--- src/rtl/motor_pkg.sv ---
// Shared motor-control types and default constants, common to the command stage and the PWM stage.
package motor_pkg;

    localparam int unsigned DUTY_W      = 32;
    localparam int unsigned DUTY_MAX    = 1_800_000;
    localparam int unsigned DUTY_STEP   = 200_000;
    localparam int unsigned DUTY_PERIOD = 2_000_000;

    typedef enum logic [1:0] {
        RUN,
        DECEL,
        DEAD,
        SWAP
    } motor_state_e;

endpackage

--- src/rtl/button_conditioner.sv ---
// Raw push-button conditioning: 2-FF synchronizer, debounce filter, and a one-cycle pulse on each accepted press.
module button_conditioner #(
    parameter int unsigned DEBOUNCE_CYCLES = 1_000_000
) (
    input  logic clk,
    input  logic reset,
    input  logic btn_raw,
    output logic press_pulse
);

    localparam int unsigned     CNT_W    = $clog2(DEBOUNCE_CYCLES + 1);
    localparam logic [CNT_W-1:0] CNT_LAST = CNT_W'(DEBOUNCE_CYCLES - 1);

    logic             sync1_q;
    logic             sync2_q;
    logic             stable_q;
    logic             stable_d;
    logic [CNT_W-1:0] cnt_q;
    logic [CNT_W-1:0] cnt_d;

    // Counting only while the synced level differs from the accepted one makes any
    // bounce back to the old level restart the qualification window.
    always_comb begin
        cnt_d       = '0;
        stable_d    = stable_q;
        press_pulse = 1'b0;
        if (sync2_q != stable_q) begin
            if (cnt_q == CNT_LAST) begin
                stable_d    = sync2_q;
                press_pulse = sync2_q;
            end else begin
                cnt_d = cnt_q + CNT_W'(1);
            end
        end
    end

    always_ff @(posedge clk) begin
        if (reset) begin
            sync1_q  <= 1'b0;
            sync2_q  <= 1'b0;
            stable_q <= 1'b0;
            cnt_q    <= '0;
        end else begin
            sync1_q  <= btn_raw;
            sync2_q  <= sync1_q;
            stable_q <= stable_d;
            cnt_q    <= cnt_d;
        end
    end

endmodule

--- src/rtl/motor_speed_ctrl.sv ---
// Motor command stage: button conditioning, saturating setpoint, duty ramp and safe direction reversal.
// Define MOTOR_SPEED_CTRL_DEADTIME_EN to hold both bridge inputs low for DEAD_CYCLES before a direction swap.
module motor_speed_ctrl #(
    parameter int unsigned DEBOUNCE_CYCLES = 1_000_000,
    parameter int unsigned DUTY_MAX        = motor_pkg::DUTY_MAX,
    parameter int unsigned DUTY_STEP       = motor_pkg::DUTY_STEP,
    parameter int unsigned RAMP_DIV        = 10_000,
    parameter int unsigned RAMP_INC        = 2_000,
    parameter int unsigned DEAD_CYCLES     = 100_000
) (
    input  logic        clk,
    input  logic        reset,
    input  logic        btn_up,
    input  logic        btn_down,
    input  logic        btn_dir,
    output logic [31:0] duty_cmd,
    output logic [31:0] setpoint,
    output logic        direction1,
    output logic        direction2,
    output logic        reversing
);

    import motor_pkg::*;

    localparam logic [DUTY_W-1:0] DMAX     = DUTY_W'(DUTY_MAX);
    localparam logic [DUTY_W-1:0] DSTEP    = DUTY_W'(DUTY_STEP);
    localparam logic [DUTY_W-1:0] DINC     = DUTY_W'(RAMP_INC);
    localparam logic [DUTY_W-1:0] UP_LIMIT = DUTY_W'(DUTY_MAX - DUTY_STEP);
    localparam int unsigned       DIV_W    = $clog2(RAMP_DIV + 1);
    localparam logic [DIV_W-1:0]  DIV_LAST = DIV_W'(RAMP_DIV - 1);

    logic up_pulse;
    logic down_pulse;
    logic dir_pulse;

    motor_state_e      state_q, state_d;
    logic [DUTY_W-1:0] setpoint_q, setpoint_d;
    logic [DUTY_W-1:0] duty_q, duty_d;
    logic [DIV_W-1:0]  div_q, div_d;
    logic              dir_q, dir_d;
    logic              ramp_tick;
    logic [DUTY_W-1:0] target;
    logic              bridge_off;

    button_conditioner #(.DEBOUNCE_CYCLES(DEBOUNCE_CYCLES)) u_btn_up (
        .clk(clk), .reset(reset), .btn_raw(btn_up), .press_pulse(up_pulse)
    );
    button_conditioner #(.DEBOUNCE_CYCLES(DEBOUNCE_CYCLES)) u_btn_down (
        .clk(clk), .reset(reset), .btn_raw(btn_down), .press_pulse(down_pulse)
    );
    button_conditioner #(.DEBOUNCE_CYCLES(DEBOUNCE_CYCLES)) u_btn_dir (
        .clk(clk), .reset(reset), .btn_raw(btn_dir), .press_pulse(dir_pulse)
    );

    // Limits are tested before the add/subtract so the 32-bit value can never wrap.
    always_comb begin
        setpoint_d = setpoint_q;
        if (up_pulse && !down_pulse) begin
            setpoint_d = (setpoint_q >= UP_LIMIT) ? DMAX : setpoint_q + DSTEP;
        end else if (down_pulse && !up_pulse) begin
            setpoint_d = (setpoint_q <= DSTEP) ? '0 : setpoint_q - DSTEP;
        end
    end

    always_comb begin
        ramp_tick = (div_q == DIV_LAST);
        div_d     = ramp_tick ? '0 : div_q + DIV_W'(1);
        target    = (state_q == RUN) ? setpoint_q : '0;
        duty_d    = duty_q;
        if (ramp_tick) begin
            if (duty_q < target) begin
                duty_d = (target - duty_q <= DINC) ? target : duty_q + DINC;
            end else if (duty_q > target) begin
                duty_d = (duty_q - target <= DINC) ? target : duty_q - DINC;
            end
        end
    end

`ifdef MOTOR_SPEED_CTRL_DEADTIME_EN
    localparam int unsigned      DEAD_W    = $clog2(DEAD_CYCLES + 1);
    localparam logic [DEAD_W-1:0] DEAD_LAST = DEAD_W'(DEAD_CYCLES - 1);

    logic [DEAD_W-1:0] dead_cnt_q, dead_cnt_d;

    always_ff @(posedge clk) begin
        if (reset) begin
            dead_cnt_q <= '0;
        end else begin
            dead_cnt_q <= dead_cnt_d;
        end
    end

    assign bridge_off = (state_q == DEAD);
`else
    // The dead-time length only matters when the DEAD state is compiled in.
    logic unused_dead_cycles;
    assign unused_dead_cycles = ^DEAD_CYCLES;
    assign bridge_off         = 1'b0;
`endif

    // The direction flips on entry to SWAP, so SWAP already drives the new polarity.
    always_comb begin
        state_d = state_q;
        dir_d   = dir_q;
`ifdef MOTOR_SPEED_CTRL_DEADTIME_EN
        dead_cnt_d = '0;
`endif
        case (state_q)
            RUN: begin
                if (dir_pulse) begin
                    state_d = DECEL;
                end
            end
            DECEL: begin
                if (duty_q == '0) begin
`ifdef MOTOR_SPEED_CTRL_DEADTIME_EN
                    state_d = DEAD;
`else
                    state_d = SWAP;
                    dir_d   = ~dir_q;
`endif
                end
            end
`ifdef MOTOR_SPEED_CTRL_DEADTIME_EN
            DEAD: begin
                if (dead_cnt_q == DEAD_LAST) begin
                    state_d = SWAP;
                    dir_d   = ~dir_q;
                end else begin
                    dead_cnt_d = dead_cnt_q + DEAD_W'(1);
                end
            end
`endif
            SWAP: begin
                state_d = RUN;
            end
            default: begin
                state_d = RUN;
            end
        endcase
    end

    always_ff @(posedge clk) begin
        if (reset) begin
            state_q    <= RUN;
            setpoint_q <= '0;
            duty_q     <= '0;
            div_q      <= '0;
            dir_q      <= 1'b0;
        end else begin
            state_q    <= state_d;
            setpoint_q <= setpoint_d;
            duty_q     <= duty_d;
            div_q      <= div_d;
            dir_q      <= dir_d;
        end
    end

    assign duty_cmd   = duty_q;
    assign setpoint   = setpoint_q;
    assign direction1 = dir_q & ~bridge_off;
    assign direction2 = ~dir_q & ~bridge_off;
    assign reversing  = (state_q != RUN);

endmodule

--- config.mk ---
export PLATFORM = sky130hd
export DESIGN_NAME = motor_speed_ctrl
export DESIGN_NICKNAME = d
export VERILOG_FILES = /design/src/rtl/motor_pkg.sv /design/src/rtl/button_conditioner.sv /design/src/rtl/motor_speed_ctrl.sv
export SDC_FILE = /design/constraint.sdc
export NUM_CORES = 1
export LEC_CHECK = 0
export BUFFER_PORTS_ARGS = -buffer_cell sky130_fd_sc_hd__buf_4
export CAP_MARGIN = 20
export CORE_ASPECT_RATIO = 1.25
export CORE_MARGIN = 4
export CORE_UTILIZATION = 29
export CTS_BUF_LIST = sky130_fd_sc_hd__clkbuf_8 sky130_fd_sc_hd__clkbuf_16
export CTS_CLUSTER_SIZE = 12
export DETAILED_ROUTE_END_ITERATION = 6
export PLACE_DENSITY = 0.54
export SETUP_SLACK_MARGIN = 0.1
export SLEW_MARGIN = 20
export SYNTH_ARGS = -nofsm -noshare
export SYNTH_HDL_FRONTEND = slang
export SYNTH_SLANG_ARGS = --single-unit
--- constraint.sdc ---
create_clock -name clk -period 6.2 [get_ports clk]
set_input_delay 0.93 -clock clk [delete_from_list [all_inputs] [get_ports clk]]
set_output_delay 0.93 -clock clk [all_outputs]
set_load 0.01 [all_outputs]
==> results of run 1 <==
## metal layers
metal  global-route usage  vias to the layer above
met5                    0                        -
met1               0.2300                     5878
met3              0.03306                       86
met4              0.06720                        0
met2               0.3198                      526
li1                     -                     5955
## cell usage after synthesis (23+ instances only)
library cell and n:
o21ai_0 103, nand3_1 71, a21oi_1 144, dfxtp_1 141, clkbuf_1 60, ha_1 71, xnor2_1 64, nand4_1 40
nor2_1 197, xor2_1 52, nand2_1 176, inv_1 87, nor3_1 57, and3_1 23
## stage by stage
step                std cells  worst slack, ns  instance area, sq um
floorplan                1678            1.871                 11900
global placement         2201            1.159                 12690
detailed placement       2201            1.157                 12690
CTS                      2233            1.129                 13310
global route             2233           0.6426                 13310
finish                   2233            1.035                 13310
## report_power, final
part	internal [mW]	leakage [nW]	switching, mW
Clock	0.551	0.300	0.506
Combinational	0.0382	3.85	0.0733
Sequential	0.909	1.14	0.00289
Total	1.50	5.29	0.583
## registers in the layout, indices dropped and copies added, names as in the netlist, 2 cells and up
register          flops
setpoint             26
u_btn_down.cnt_q     20
state_q               2
u_btn_dir.cnt_q      20
duty_cmd             29
div_q                14
u_btn_up.cnt_q       20
## worst min path at each step
stage	depth (start not counted)	slack (ns)	from	to
2_1_floorplan	1	0.41	u_btn_dir.sync1_q	u_btn_dir.sync2_q
3_3_place_gp	1	0.42	u_btn_up.sync1_q	u_btn_up.sync2_q
3_5_place_dp	1	0.43	u_btn_up.sync1_q	u_btn_up.sync2_q
4_1_cts	1	0.44	u_btn_up.sync1_q	u_btn_up.sync2_q
5_1_grt	1	0.46	u_btn_dir.sync1_q	u_btn_dir.sync2_q
6_report	1	0.44	u_btn_up.sync1_q	u_btn_up.sync2_q
## kinds of logic after synthesis
kind of cell             count (synthesis)  share of synthesized area
AO/OA/AOI/OAI                          458                     0.2489
XOR/XNOR                               116                    0.08572
adder cells (fa/ha/maj)                 72                    0.07664
other                                    2                  0.0006336
AND/OR/NAND/NOR                        679                     0.2734
buffers and inverters                  188                    0.06788
flip-flops                             141                     0.2382
multiplexers                            10                   0.008656
## cell type report
cell class | instances | area, sq um | share of cell area
timing repair buffer | 76 | 570.5 | 0.04287
inverter | 89 | 334.1 | 0.02510
clock inverter | 15 | 193.9 | 0.01457
clock buffer | 17 | 425.4 | 0.03196
multi-input combinational | 1349 | 8280 | 0.6221
sequential | 141 | 2823 | 0.2121
tap | 546 | 683.2 | 0.05133
==> run metrics, run 1 <==
final core occ=0.3309; Gate Count Post-Synth=1666; Worst VDD drop=0.2319 mV; Slew @ Worst Pin=0.8749 ns; minimum clock period after layout=5.165 ns; clk_skew=0.01478 ns; routed length on met2=20.51 mm; Mean Syn Cell Area=7.114 sq um; number of global-route vias before repair=11750; GRT Util Overall=0.1844; max incr delay on CP=0.67 ns; setup TNS=0 ns; met3 routed WL=2.740 mm; Max Buffers Root-to-Sink=2; area of the core=0.04022 sq mm; Final Hold Vio Count=0; Crit path buffers/inverters=3; Clk Latency, worst-skew pair=0.43 ns; Final GP Congestion=0.9668; Clk pin slew, worst setup/hold paths=0.07 ns; Detailed Route WL=42.59 mm; Max Slew Vio Count=0; reg2reg end=duty_cmd[30]; Port-buffer cells=65; Antenna Cells=0; clk root buf=clkbuf_16; Nets=1751; Reg-to-Reg Start=state_q[1]; Post-synth EDFFs=0; routed len/inst=19.07 um; 1st-pass router iterations=7; crit path max fanout=42; Setup crit start=state_q[1]; Yosys top cell area share=0.2382; Hold Crit Class=reg2reg; crit start category=flip-flop; number of CTS-inserted buffers=17; Hold Buf Count CTS=0; CP endpoint=duty_cmd[30]; YS warnings=0; final setup violation count=0; critical path class=reg2reg; status=complete, no violations; Post-synth ARST share=0; die width=188.8 um; most common cell after layout, fill and taps aside=nor2_1; initial antenna violation count=0; Yosys reg bits=141; CTS Sinks=141; Leak Pwr=5.291 nW; Worst path slowest cell=ha_1; commonest cells after routing, fill and taps aside=196 x nor2_1, 176 x nand2_1, 144 x a21oi_1; post-route ant nets=0; fillers=4405; largest cells by area after synthesis=dfxtp_1 24%, ha_1 7.5%, nor2_1 6.2%, a21oi_1 6.1%, nand2_1 5.6%; DRT iter0 DRCs=1124; die boundary height=234.0 um; hpwl dp=32.33 mm; Fmax=0.1936 GHz; crit path cell chain=nor2_2 -> buf_4 -> nand2_1 -> inv_1 -> ha_1 -> nand4_1 -> nor3_2 -> a21oi_1 -> and2_1 -> o211ai_1 -> o211ai_1 -> a2111o_1 -> o31ai_4 -> buf_4 -> a21oi_1 -> a2111oi_0 -> a211oi_1; Crit. path cell count=17; Residual DRC=0; Reg2Reg Setup Slack=1.04 ns; Slew headroom=0.4122; I/O pins=72; synthesized area=0.01185 sq mm; CP endpoint kind=flip-flop; CP delay by family, top=compound AO/OA/AOI/OAI gates; Tcrit/Tclk final=0.8330; starting density of the core=0.2947; Post-Route M1 WL=18.03 mm; Via density=5.573; share of layout cells above drive strength 1=0.08417; RSZ-0062 raised after global routing=no; Reg2Reg Depth=17; DR top layer=met4; leading area contributor after synthesis=dfxtp_1; PostCTS Resize Cnt=0; synth unique cells=89; Fin Hold WS=0.4386 ns; CTS H-Tree Depth=4; largest net degree at the start of global routing=58; total power draw=2.081 mW; max_cap viols=0; Area growth, synth to finish=12.30%; DIE AREA=0.04419 sq mm; Post-CTS Setup Inserts=0; sequential fraction of the synthesis area=0.2382; ys flop type=dfxtp_1; FP Rows=82; first-pass GRT wire length=66.15 mm; Vias=12450; CP Data Arrival Time=5.45 ns; critical path required time=6.48 ns; CTS tree=built; Pwr per Cell Area=156.3 mW/mm^2; total gr overflow=0
Note: power is estimated with default switching activity, not from simulation.
==> run 2, diff against run 1 <==
==> constraint.sdc (replaced) <==
create_clock -name clk -period 5.25 [get_ports clk]
set_input_delay 0.7875 -clock clk [delete_from_list [all_inputs] [get_ports clk]]
set_output_delay 0.7875 -clock clk [all_outputs]
set_load 0.01 [all_outputs]
==> run metrics, run 2 (synthesis gave the netlist of run 1 again) <==
Slew headroom=0.4257; Leak Pwr=5.549 nW; setup TNS=0 ns; Max Slew Vio Count=0; max reg flops=29; 1st-pass router iterations=5; Detailed Route WL=43.30 mm; crit path max fanout=28; max_cap viols=0; DRT iter0 DRCs=952; Antenna Cells=0; CTS tree=built; Tcrit/Tclk final=0.9237; Clk Latency, worst-skew pair=0.43 ns; clk_skew=0.01941 ns; Hold Buf Count CTS=0; CP endpoint kind=flip-flop; final core occ=0.3412; status=complete, no violations; I/O pins=72; max incr delay on CP=0.59 ns; routed len/inst=18.96 um; Port-buffer cells=65; number of global-route vias before repair=12210; RSZ-0062 raised after global routing=no; initial antenna violation count=0; Max Buffers Root-to-Sink=2; GRT Util Overall=0.1893; starting density of the core=0.2947; crit start category=flip-flop; CTS H-Tree Depth=4; most common cell after layout, fill and taps aside=nor2_1; total power draw=2.436 mW; Pwr per Cell Area=177.6 mW/mm^2; die width=188.8 um; Worst VDD drop=0.2182 mV; minimum clock period after layout=4.850 ns; critical path class=reg2reg; Final GP Congestion=0.9396; largest net degree at the start of global routing=58; Reg2Reg Setup Slack=0.40 ns; Slew @ Worst Pin=0.8584 ns; area of the core=0.04022 sq mm; Via density=5.524; Clk pin slew, worst setup/hold paths=0.07 ns; Residual DRC=0; crit path cell chain=nor2_2 -> buf_12 -> nand2_1 -> inv_1 -> ha_1 -> buf_4 -> and2_4 -> and3_1 -> nand2_1 -> a21oi_1 -> nor4_1 -> o2111ai_1 -> or4_1 -> or4_4 -> o21ai_4 -> and2_1 -> buf_12 -> a2111oi_0 -> a211oi_1; FP Rows=82; clk root buf=clkbuf_16; final setup violation count=0; Final Hold Vio Count=0; Fmax=0.2062 GHz; hpwl dp=33.78 mm; Vias=12620; CP Data Arrival Time=5.18 ns; Nets=1802; post-route ant nets=0; total gr overflow=0; Area growth, synth to finish=15.76%; first-pass GRT wire length=67.60 mm; commonest cells after routing, fill and taps aside=196 x nor2_1, 176 x nand2_1, 144 x a21oi_1; die boundary height=234.0 um; DIE AREA=0.04419 sq mm; number of CTS-inserted buffers=17; Hold Crit Class=reg2reg; critical path required time=5.58 ns; share of layout cells above drive strength 1=0.1128; Worst path slowest cell=or4_4; CTS Sinks=141
run 2: changes by cell type in the layout (fill, tap and decap cells not counted), moves of 2 or more:
cell / before / now
ha_1: 71 / 69
ha_2: 0 / 2
buf_12: 0 / 4
clkinv_8: 7 / 0
buf_4: 76 / 123
clkinvlp_4: 0 / 2
run 2: path summary, 6_finish.rpt:
check | start | depth (start not counted) | end
min | u_btn_up.sync1_q | 1 | u_btn_up.sync2_q
min reg2reg | u_btn_up.sync1_q | 1 | u_btn_up.sync2_q
max reg2reg | state_q[1] | 19 | duty_cmd[30]
max | state_q[1] | 19 | duty_cmd[30]
run 2: critical path: cells and delay by family (launching register included):
kind / cells / cell delay, ns
adders and majority gates: 1 / 0.27
and+or+nand+nor: 9 / 2.70
AOI/OAI and AO/OA: 5 / 0.75
DFF: 1 / 0.34
buffers and inverters: 4 / 0.72
run 2: through the flow:
stage                     std cells  cell area (sq um)  setup WS (ns)  hold slack, ns
after floorplan                1678              11900         0.9205          0.4138
after global placement         2252              13120         0.2140          0.4200
after detailed placement       2252              13120         0.2737          0.4279
after CTS                      2284              13710         0.2600          0.4411
after global routing           2284              13720         0.1415          0.4559
final                          2284              13720         0.4004          0.4375
run 2: cell type report:
type                            count  area [sq um]
Fill cell                        4399         26500
Clock buffer                       18         439.2
Tap cell                          546         683.2
Sequential cell                   141          2823
Clock inverter                     14         147.6
Inverter                           89         334.1
Multi-Input combinational cell   1349          8290
Timing Repair Buffer              127          1003
run 2: routing by layer:
layer	up-vias	GRT usage	share of wire
li1	6055	-	-
met1	5996	0.2272	0.41
met2	457	0.3312	0.48
met3	108	0.03440	0.058
met4	0	0.08428	0.049
met5	-	0	0
run 2: report_power, final:
group | leakage, nW | total [mW] | internal, mW | switching, mW
sequential | 1.14 | 1.08 | 1.07 | 0.00337
combinational | 4.13 | 0.134 | 0.0485 | 0.0854
clock | 0.286 | 1.23 | 0.685 | 0.541
total | 5.55 | 2.44 | 1.81 | 0.629
run 2: repair_timing:
| item | in CTS | in global routing |
|---|---|---|
| resized for setup | 0 | 3 |
| endpoints found under the setup margin | 0 | 15 |
| buffers inserted | 0 | 0 |
